**src/rtl/doodle_pkg.sv**
```systemverilog
// Shared types and tables for the platform respawn scheduler.
package doodle_pkg;

  typedef enum logic [2:0] {
    GREEN  = 3'd0,
    WHITE  = 3'd1,
    BLUE   = 3'd2,
    YELLOW = 3'd3,
    BROWN  = 3'd4
  } plat_type_e;

  typedef enum logic [1:0] {
    IDLE  = 2'd0,
    ROLL  = 2'd1,
    ISSUE = 2'd2
  } sched_state_e;

  localparam logic [15:0] LFSR_MASK = 16'hB400;

  // Inclusive upper roll bound per level; an empty band repeats the previous bound.
  localparam logic [7:0] G_MAX  [4] = '{8'd191, 8'd127, 8'd79,  8'd47};
  localparam logic [7:0] BL_MAX [4] = '{8'd223, 8'd175, 8'd143, 8'd127};
  localparam logic [7:0] W_MAX  [4] = '{8'd223, 8'd207, 8'd191, 8'd191};
  localparam logic [7:0] BR_MAX [4] = '{8'd223, 8'd239, 8'd239, 8'd247};

  function automatic plat_type_e roll_type(input logic [1:0] lvl, input logic [7:0] r);
    plat_type_e t;
    if (r <= G_MAX[lvl]) begin
      t = GREEN;
    end else if (r <= BL_MAX[lvl]) begin
      t = BLUE;
    end else if (r <= W_MAX[lvl]) begin
      t = WHITE;
    end else if (r <= BR_MAX[lvl]) begin
      t = BROWN;
    end else begin
      t = YELLOW;
    end
    return t;
  endfunction

endpackage

```
**src/rtl/rr_arbiter.sv**
```systemverilog
// Combinational round-robin picker: first set request at or above ptr, with wrap.
module rr_arbiter #(
  parameter int N = 10
) (
  input  logic [N-1:0]         req,
  input  logic [$clog2(N)-1:0] ptr,
  output logic [$clog2(N)-1:0] grant_idx,
  output logic                 any
);
  localparam int IW = $clog2(N);

  logic [IW:0]   sum_s;
  logic [IW-1:0] idx_s;

  // Walk downward so the candidate closest to ptr is written last and wins.
  always_comb begin
    grant_idx = '0;
    sum_s     = '0;
    idx_s     = '0;
    any       = |req;
    for (int i = N - 1; i >= 0; i--) begin
      sum_s     = {1'b0, ptr} + (IW+1)'(i);
      idx_s     = (sum_s >= (IW+1)'(N)) ? IW'(sum_s - (IW+1)'(N)) : IW'(sum_s);
      grant_idx = req[idx_s] ? idx_s : grant_idx;
    end
  end

endmodule

```
**src/rtl/plat_spawn_sched.sv**
```systemverilog
// Respawn scheduler: grants one slot at a time and rolls its platform type
// from a free-running LFSR weighted by the difficulty level.
module plat_spawn_sched
  import doodle_pkg::*;
#(
  parameter int          NUM_PLAT  = 10,
  parameter int          SCORE_W   = 16,
  parameter int          LVL_STEP  = 500,
  parameter logic [15:0] LFSR_SEED = 16'hACE1
) (
  input  logic                        Clk,
  input  logic                        Reset_n,
  input  logic                        frame_tick,
  input  logic [SCORE_W-1:0]          score,
  input  logic [NUM_PLAT-1:0]         respawn_req,
  output logic [NUM_PLAT-1:0]         respawn_ack,
  output logic [$clog2(NUM_PLAT)-1:0] slot_idx,
  output logic [2:0]                  type_trigger,
  output logic                        type_valid,
  output logic [3*NUM_PLAT-1:0]       type_table,
  output logic [1:0]                  level
);
  localparam int                 IW     = $clog2(NUM_PLAT);
  localparam logic [15:0]        SEED   = (LFSR_SEED == 16'h0000) ? 16'h0001 : LFSR_SEED;
  localparam logic [SCORE_W+1:0] STEP_W = (SCORE_W+2)'(LVL_STEP);

  sched_state_e               state_r;
  logic [IW-1:0]              ptr_r;
  logic [IW-1:0]              grant_r;
  logic [IW-1:0]              grant_s;
  logic                       any_s;
  logic                       mask_r;
  logic [15:0]                lfsr_r;
  plat_type_e                 last_type_r;
  plat_type_e                 type_r;
  plat_type_e                 raw_s;
  plat_type_e                 rolled_s;
  logic [NUM_PLAT-1:0]        grant_oh_s;
  logic [NUM_PLAT-1:0]        req_s;
  logic [SCORE_W+1:0]         lvl_thresh_s;
  logic [NUM_PLAT-1:0][2:0]   table_r;

  assign type_table = table_r;

  // One-hot of the committed grant; also masks that slot in the IDLE cycle after ISSUE.
  always_comb begin
    grant_oh_s          = '0;
    grant_oh_s[grant_r] = 1'b1;
    if (mask_r) begin
      req_s = respawn_req & ~grant_oh_s;
    end else begin
      req_s = respawn_req;
    end
  end

  rr_arbiter #(.N(NUM_PLAT)) u_arb (
    .req       (req_s),
    .ptr       (ptr_r),
    .grant_idx (grant_s),
    .any       (any_s)
  );

  // Roll from the level table, then forbid two breakable platforms in a row.
  always_comb begin
    raw_s = roll_type(level, lfsr_r[7:0]);
    if (raw_s == BROWN && last_type_r == BROWN) begin
      rolled_s = GREEN;
    end else begin
      rolled_s = raw_s;
    end
  end

  // Free-running Galois LFSR; a nonzero seed keeps it off the all-zero state.
  always_ff @(posedge Clk or negedge Reset_n) begin
    if (!Reset_n) begin
      lfsr_r <= SEED;
    end else begin
      lfsr_r <= {1'b0, lfsr_r[15:1]} ^ (lfsr_r[0] ? LFSR_MASK : 16'h0000);
    end
  end

  assign lvl_thresh_s = STEP_W * (SCORE_W+2)'(level) + STEP_W;

  // Difficulty rises by at most one step per frame and saturates at 3.
  always_ff @(posedge Clk or negedge Reset_n) begin
    if (!Reset_n) begin
      level <= 2'd0;
    end else if (frame_tick && level != 2'd3 && {2'b00, score} >= lvl_thresh_s) begin
      level <= level + 2'd1;
    end else begin
      level <= level;
    end
  end

  // Scheduler FSM with registered issue outputs.
  always_ff @(posedge Clk or negedge Reset_n) begin
    if (!Reset_n) begin
      state_r      <= IDLE;
      ptr_r        <= '0;
      grant_r      <= '0;
      mask_r       <= 1'b0;
      last_type_r  <= GREEN;
      type_r       <= GREEN;
      table_r      <= '0;
      respawn_ack  <= '0;
      slot_idx     <= '0;
      type_trigger <= 3'b000;
      type_valid   <= 1'b0;
    end else begin
      respawn_ack  <= '0;
      slot_idx     <= '0;
      type_trigger <= 3'b000;
      type_valid   <= 1'b0;
      mask_r       <= 1'b0;
      case (state_r)
        IDLE: begin
          if (any_s) begin
            grant_r <= grant_s;
            state_r <= ROLL;
          end else begin
            state_r <= IDLE;
          end
        end
        ROLL: begin
          type_r       <= rolled_s;
          type_trigger <= rolled_s;
          slot_idx     <= grant_r;
          respawn_ack  <= grant_oh_s;
          type_valid   <= 1'b1;
          state_r      <= ISSUE;
        end
        ISSUE: begin
          table_r[grant_r] <= type_r;
          last_type_r      <= type_r;
          ptr_r            <= (grant_r == IW'(NUM_PLAT - 1)) ? '0 : grant_r + IW'(1);
          mask_r           <= 1'b1;
          state_r          <= IDLE;
        end
        default: begin
          state_r <= IDLE;
        end
      endcase
    end
  end

endmodule

```
**config.mk**
```make
export PLATFORM = sky130hd
export DESIGN_NAME = plat_spawn_sched
export DESIGN_NICKNAME = d
export VERILOG_FILES = /design/src/rtl/doodle_pkg.sv /design/src/rtl/rr_arbiter.sv /design/src/rtl/plat_spawn_sched.sv
export SDC_FILE = /design/constraint.sdc
export NUM_CORES = 1
export LEC_CHECK = 0
export ABC_AREA = 1
export ABC_CLOCK_PERIOD_IN_PS = 2900
export CORE_MARGIN = 1
export CORE_UTILIZATION = 49
export CTS_BUF_LIST = sky130_fd_sc_hd__clkbuf_4
export CTS_CLUSTER_SIZE = 12
export DETAILED_ROUTE_END_ITERATION = 10
export PLACE_DENSITY_LB_ADDON = 0.3
export SLEW_MARGIN = 20
export SYNTH_ARGS = -nofsm -noshare
export SYNTH_HDL_FRONTEND = slang
export SYNTH_SLANG_ARGS = --single-unit
```
**constraint.sdc**
```tcl
create_clock -name Clk -period 2.9 [get_ports Clk]
set_input_delay 0.29 -clock Clk [delete_from_list [all_inputs] [get_ports Clk]]
set_output_delay 0.29 -clock Clk [all_outputs]
set_load 0.1 [all_outputs]
```
==> results of run 1 <==
==> timing repair <==
| item | 4_1_cts | 5_1_grt |
|---|---|---|
| endpoints found under the setup margin | 6 | 6 |
| pin swaps | 4 | 25 |
| buffers inserted | 7 | 5 |
| hold buffers | 1 | 0 |
| resized for setup | 11 | 52 |
| hold endpoints to repair | 58 | 0 |
==> logic make-up (layout without fill, tap and decap cells) <==
kind of cell / after synthesis / in the layout / synth area share [%]
AND/OR/NAND/NOR: 379 / 379 / 28.60
AO/OA/AOI/OAI: 142 / 142 / 13.87
buffers and inverters: 103 / 265 / 6.911
flip-flops: 82 / 82 / 35.82
adder cells (fa/ha/maj): 54 / 54 / 11.87
XOR/XNOR: 16 / 16 / 2.695
other: 1 / 3 / 0.06514
multiplexers: 1 / 1 / 0.1739
==> cell type report <==
class                      instances  area (µm²)
timing repair buffer             159        1291
sequential                        82        2071
inverter                          90       346.6
fill                            1003        3834
multi-input combinational        595        3572
clock buffer                      10       75.07
clock inverter                     6       50.05
tap                              143       178.9
==> layer usage <==
metal / up-vias / global-route usage, % / share of wire (%)
li1: 2885 / - / -
met1: 2810 / 35.71 / 43
met2: 174 / 48.00 / 49
met3: 28 / 4.938 / 5.9
met4: 0 / 9.680 / 2.5
met5: - / 0 / 0
==> worst paths after layout <==
path	start	to	slack [ns]
min reg2reg	lfsr_r[12]	lfsr_r[11]	0.38
max reg2reg	ptr_r[1]	grant_r[3]	-0.03
min	lfsr_r[12]	lfsr_r[11]	0.38
max	ptr_r[1]	grant_r[3]	-0.03
max in group asynchronous	Reset_n	lfsr_r[10]	1.69
min in group asynchronous	Reset_n	respawn_ack[4]	0.46
==> flip-flops by register name, summed over array words and instances, names as in the netlist <==
register	cells
type_table	30
lfsr_r	16
respawn_ack	10
grant_r	4
ptr_r	4
slot_idx	4
last_type_r	3
type_r	3
type_trigger	3
level	2
state_r	2
mask_r	1
==> through the flow <==
step / hold slack [ns] / utilization (%) / area (µm²) / TNS (ns) / worst slack (ns)
final: 0.3797 / 66.43 / 7585 / -0.07629 / -0.02703
after global routing: 0.3851 / 66.43 / 7585 / -0.9021 / -0.2519
after CTS: 0.3820 / 64.28 / 7340 / 0 / 0.003381
after detailed placement: 0.3437 / 62.25 / 7108 / -0.3792 / -0.1466
after global placement: 0.3364 / 62.25 / 7108 / -0.02782 / -0.02782
after floorplan: -0.005591 / - / 5819 / 0 / 0.0001670
==> synthesized netlist by cell type, types with 10 or more instances <==
cell type | number | area [µm²]
a21oi_1 | 42 | 210.2
nand2_2 | 10 | 62.56
dfrtp_1 | 74 | 1852
nand2_1 | 214 | 803.3
nor2_1 | 45 | 168.9
ha_1 | 53 | 663.1
nand4_1 | 11 | 68.82
inv_1 | 81 | 304.0
o21ai_0 | 59 | 295.3
nand3_1 | 72 | 360.4
xor2_1 | 13 | 113.9
==> metrics.md, run 1 <==
| Metric | Value |
|---|---|
| Worst R2R Path Depth | 23 |
| Critical Path Stages | 23 |
| Status | finished with violations |
| Max Fanout on Critical Path | 5 |
| Final nets | 1020 |
| Clock-pin slew on the worst setup and hold paths | 0.14 ns |
| # port buffers | 78 |
| Most common cell after layout, fill and taps aside | nand2_1 |
| Final Hold Viols | 0 |
| Htree depth | 3 |
| Vias post-DR | 5897 |
| Global-route wire length before repair | 26.16 mm |
| Final Max Tran Viols | 0 |
| CP Data Required Time | 3.25 ns |
| Final std cells w/o fill | approximately 1100 |
| Area delta synth->final | 31.75% |
| Placeable Area | 11420 µm² |
| Slew @ Worst Pin | between 0.7 and 0.8 ns |
| Period minus WS final | 2.927 ns |
| Root Buffer | clkbuf_4 |
| CTS tree | built |
| Share of cells above drive strength 1 | about a quarter |
| EDFF count, synth | 0 |
| Initial antenna violation count | 0 |
| Inst Count DP | between 1000 and 1500 |
| Cells after Synth | 778 |
| Most frequent cell on the critical path | nand2_1 |
| Layout Skew | around 0.018 ns |
| Final setup vio count | 4 |
| Setup ws final | -0.02703 ns |
| Antenna cell count | 0 |
| Synth cell types | 47 |
| Top-Level Pins | roughly 80 |
| Total CTS buffers | 9 |
| Die Wd | 110.4 µm |
| RSZ-0062 raised after global routing | yes |
| GR Overflow Total | 0 |
| Num Clock Sinks | about 80 |
| Hold Path Depth | 0 |
| CP cell instances | clkinvlp_4 > buf_6 > ha_1 > inv_1 > fa_1 > a31o_4 > nand2_1 > o21ai_2 > buf_4 > a31oi_1 > nand3_1 > nand2_2 > inv_2 > nand2_1 > inv_1 > nand2_1 > nand2_1 > nand2_1 > nand2_1 > nand2_1 > nand2_1 > nand2_1 > o21ai_0 |
| Post-DRT Antenna Nets | 0 |
| Detail Placement HPWL | approximately 13 mm |
| Mapped Area | between 5000 and 6000 µm² |
| Die ar. | roughly 12000 µm² |
| Commonest cells after routing, fill and taps aside | nand2_1 (204), buf_4 (126), inv_1 (75) |
| Failing checks | negative setup slack |
| FFs w/ async S/R, synth | 100.0% |
| Post-Route WL | ~17 mm |
| Register area share after synthesis | approximately 36% |
| # rows | 39 |
| Syn Area/Cell | 7.399 µm² |
| Vias in the first global route | 5498 |
| Critical Path Sink Type | flop |
| Slowest cell delay on critical path | approximately 0.46 ns |
| F_max | between 300 and 400 MHz |
| Final period util | 100.9% |
| Commonest register cell after synthesis | dfrtp_1 |
| Relative slew slack | approximately 49% |
| CP max-delay cell | dfrtp_2 |
| Seq cells post-synth | 82 |
| Initial core utilization | between 50 and 60% |
| Critical path type | reg -> reg |
| CP bufs+invs | 6 |
| All-Layer GR Usage | 28.07% |
| DRT iter0 DRCs | ~370 |
| WP data arrival | 3.27 ns |
| Max-Cap Viols | 0 |
| Synthesis warning total | 0 |
| CP delay by family, top | simple AND/OR/NAND/NOR gates |
| Drt via density | around 5.4 |
| Maximum clock path buffer count | 2 |
| Routed len/inst | between 15 and 20 µm |
| Drt pass-1 iters | 6 |
| Setup crit start kind | flop |
| Routability cong. | approximately 0.94 |
| Post-route DRC | 0 |
| Hold WC Path Type | reg -> reg |
| Pin count of the biggest net entering global routing | 62 |
| Die Span Y | 110.4 µm |
| Clock Latency Late Sink | 0.45 ns |
Power of run 1 is left out: the tool's default activity adds up to more than one toggle a clock period on the data nets, which glitch-free logic cannot reach.
==> run 2, diff against run 1 <==
--- a/config.mk
+++ b/config.mk
@@ -12,7 +12,7 @@
 export CTS_BUF_LIST = sky130_fd_sc_hd__clkbuf_4
 export CTS_CLUSTER_SIZE = 12
 export DETAILED_ROUTE_END_ITERATION = 10
-export PLACE_DENSITY_LB_ADDON = 0.3
+export PLACE_DENSITY = 0.75
 export SLEW_MARGIN = 20
 export SYNTH_ARGS = -nofsm -noshare
 export SYNTH_HDL_FRONTEND = slang
==> run 2 against run 1 <==
  * The run still ends with negative setup slack left
  * Clock-buffer cell count unchanged
  * Worst setup slack lost 0.023 ns
  * Via count grew 1.1%
  * Die area did not move
  * Worst hold slack worse by 0.014 ns
  * First-iteration DRC count is 55% higher
  * Core utilization up 0.71 points
  * Maximum frequency decreased by 0.79%
  * Final cell count down 1.0%
  * Sequential share of layout area shrank 0.27 points
  * Critical path type unchanged
  * Critical endpoint is now grant_r[2]
  * Largest cell class unchanged
==> metrics.md, run 2 (synthesis gave the netlist of run 1 again) <==
| Metric | Value |
|---|---|
| Post-Route WL | between 15 and 20 mm |
| CTS tree | built |
| Root Buffer | clkbuf_4 |
| Drt pass-1 iters | 7 |
| CP Data Required Time | about 3.3 ns |
| Met3 usage | under 10% |
| Relative slew slack | 53.30% |
| Critical Path Sink Type | flop |
| Clock-pin slew on the worst setup and hold paths | between 0.1 and 0.15 ns |
| Die ar. | roughly 12000 µm² |
| Status | finished with violations |
| WP data arrival | approximately 3.3 ns |
| Detail Placement HPWL | between 10 and 15 mm |
| Die Span Y | between 100 and 150 µm |
| Max Fanout on Critical Path | 7 |
| Vias post-DR | around 6000 |
| Post-DRT Antenna Nets | 0 |
| Post-route DRC | 0 |
| Critical path type | reg -> reg |
| Hold WC Path Type | reg -> reg |
| Most common cell after layout, fill and taps aside | nand2_1 |
| Antenna cell count | 0 |
| Share of cells above drive strength 1 | between 20% and 30% |
| Global-route wire length before repair | approximately 27 mm |
| GR Overflow Total | 0 |
| Period minus WS final | between 2 and 3 ns |
| CP Capture Point | grant_r[2] |
| DRT iter0 DRCs | 580 |
| Routed len/inst | ~17 µm |
| Worst R2R Path Depth | 23 |
| Num Clock Sinks | 82 |
| F_max | between 300 and 400 MHz |
| Clock Latency Late Sink | around 0.44 ns |
| All-Layer GR Usage | roughly 29% |
| Setup ws final | -0.05027 ns |
| Failing checks | negative setup slack |
| Worst setup path start | ptr_r[1] |
| RSZ-0062 raised after global routing | yes |
| Layout Skew | 0.02039 ns |
| Htree depth | 3 |
| Commonest cells after routing, fill and taps aside | nand2_1 (193), buf_4 (117), inv_1 (72) |
| M1 GR Usage | 37.01% |
| Worst R2R Setup Slack | -0.05 ns |
| Final nets | about 1000 |
| Worst r2r src | ptr_r[1] |
| Final Max Tran Viols | 0 |
| Area delta synth->final | 33.17% |
| Slew @ Worst Pin | around 0.70 ns |
| Worst hold start | lfsr_r[8] |
| # rows | 39 |
| Final period util | 101.7% |
| Drt via density | 5.553 |
| # port buffers | slightly below 80 |
| Initial antenna violation count | 0 |
| Pin count of the biggest net entering global routing | between 50 and 60 |
| GRT busiest layer | met2 |
| Top-Level Pins | slightly below 80 |
| Dpl ws | -0.1701 ns |
| Die Wd | around 110 µm |
| Maximum clock path buffer count | 2 |
| Max FFs per register | 30 |
| Routability cong. | between 0.9 and 1 |
| Final setup vio count | 1 |
| Placeable Area | roughly 11000 µm² |
| Setup crit start kind | flop |
| Max-Cap Viols | 0 |
| Post-layout util | 67.14% |
| Met2 usage | 49.16% |
| Initial core utilization | 50.42% |
| Vias in the first global route | 5758 |
| Final Hold Viols | 0 |
| Layout fillers | between 900 and 1000 |
| Crit Reg-Reg Endpoint | grant_r[2] |
| Total CTS buffers | 9 |
-- run 2: cell types whose count changed in the layout (fill, tap and decap cells not counted), sizes merged --
cell      delta
bufinv       +1
inv          -2
clkinv       +2
clkinvlp     -1
buf         -11
-- run 2: worst min-delay path by stage --
stage                 endpoint  slack (ns)  depth (start not counted)
finish               lfsr_r[7]        0.37                          0
global route        lfsr_r[11]        0.39                          0
CTS                  lfsr_r[7]        0.37                          0
detailed placement  lfsr_r[11]        0.35                          0
global placement    lfsr_r[11]        0.34                          0
floorplan           grant_r[0]      -0.006                          0
-- run 2: repair_timing --
item | CTS | global route
setup buffers | 4 | 16
endpoints found under the setup margin | 4 | 6
pin swaps | 6 | 38
hold endpoints to repair | 48 | 0
cloned | 0 | 0
resized for setup | 6 | 90
hold buffers | 1 | 0
-- run 2: area by class of cell --
type / count / area (µm²) / share of cell area (%)
Multi-Input combinational cell: 595 / 3725 / 48.59
Sequential cell: 82 / 2072 / 27.03
Timing Repair Buffer: 148 / 1201 / 15.67
Inverter: 90 / 346.6 / 4.521
Tap cell: 143 / 178.9 / 2.334
Clock buffer: 10 / 75.07 / 0.9793
Clock inverter: 6 / 67.56 / 0.8813
-- run 2: through the flow --
stage          hold WS (ns)  area [µm²]   TNS, ns  std cells
6_report             0.3660        7666  -0.05027       1074
5_1_grt              0.3898        7666   -0.6277       1074
4_1_cts              0.3741        7171         0       1058
3_5_place_dp         0.3464        6965   -0.4345       1037
3_3_place_gp         0.3424        6965   -0.3247       1037
2_1_floorplan     -0.005591        5819         0        780
-- run 2: layer usage --
layer	part of all wire [%]	wire [µm]
met1	41	7420
met4	3.6	645
met2	48	8523
met5	0	0
met3	7.2	1295
-- run 2: worst max-delay path, cell delays in order, from the launching register on --
cell and delay, ns:
dfrtp_2 0.43, clkinvlp_4 0.20, ha_4 0.35, inv_4 0.05
ha_4 0.17, inv_2 0.06, nand4_1 0.14, nand3_4 0.22
nand2_2 0.08, o21ai_2 0.10, nand3_1 0.13, nand2_1 0.12
nand2_2 0.06, nor2_2 0.13, nand2_1 0.06, nand2_1 0.06
nand2_1 0.05, nand2_1 0.05, nand2_1 0.05, nand2_1 0.06
nand2_1 0.05, nand2_1 0.08, nand3_2 0.07, a21oi_2 0.14
Power of run 2 is left out for the same reason.
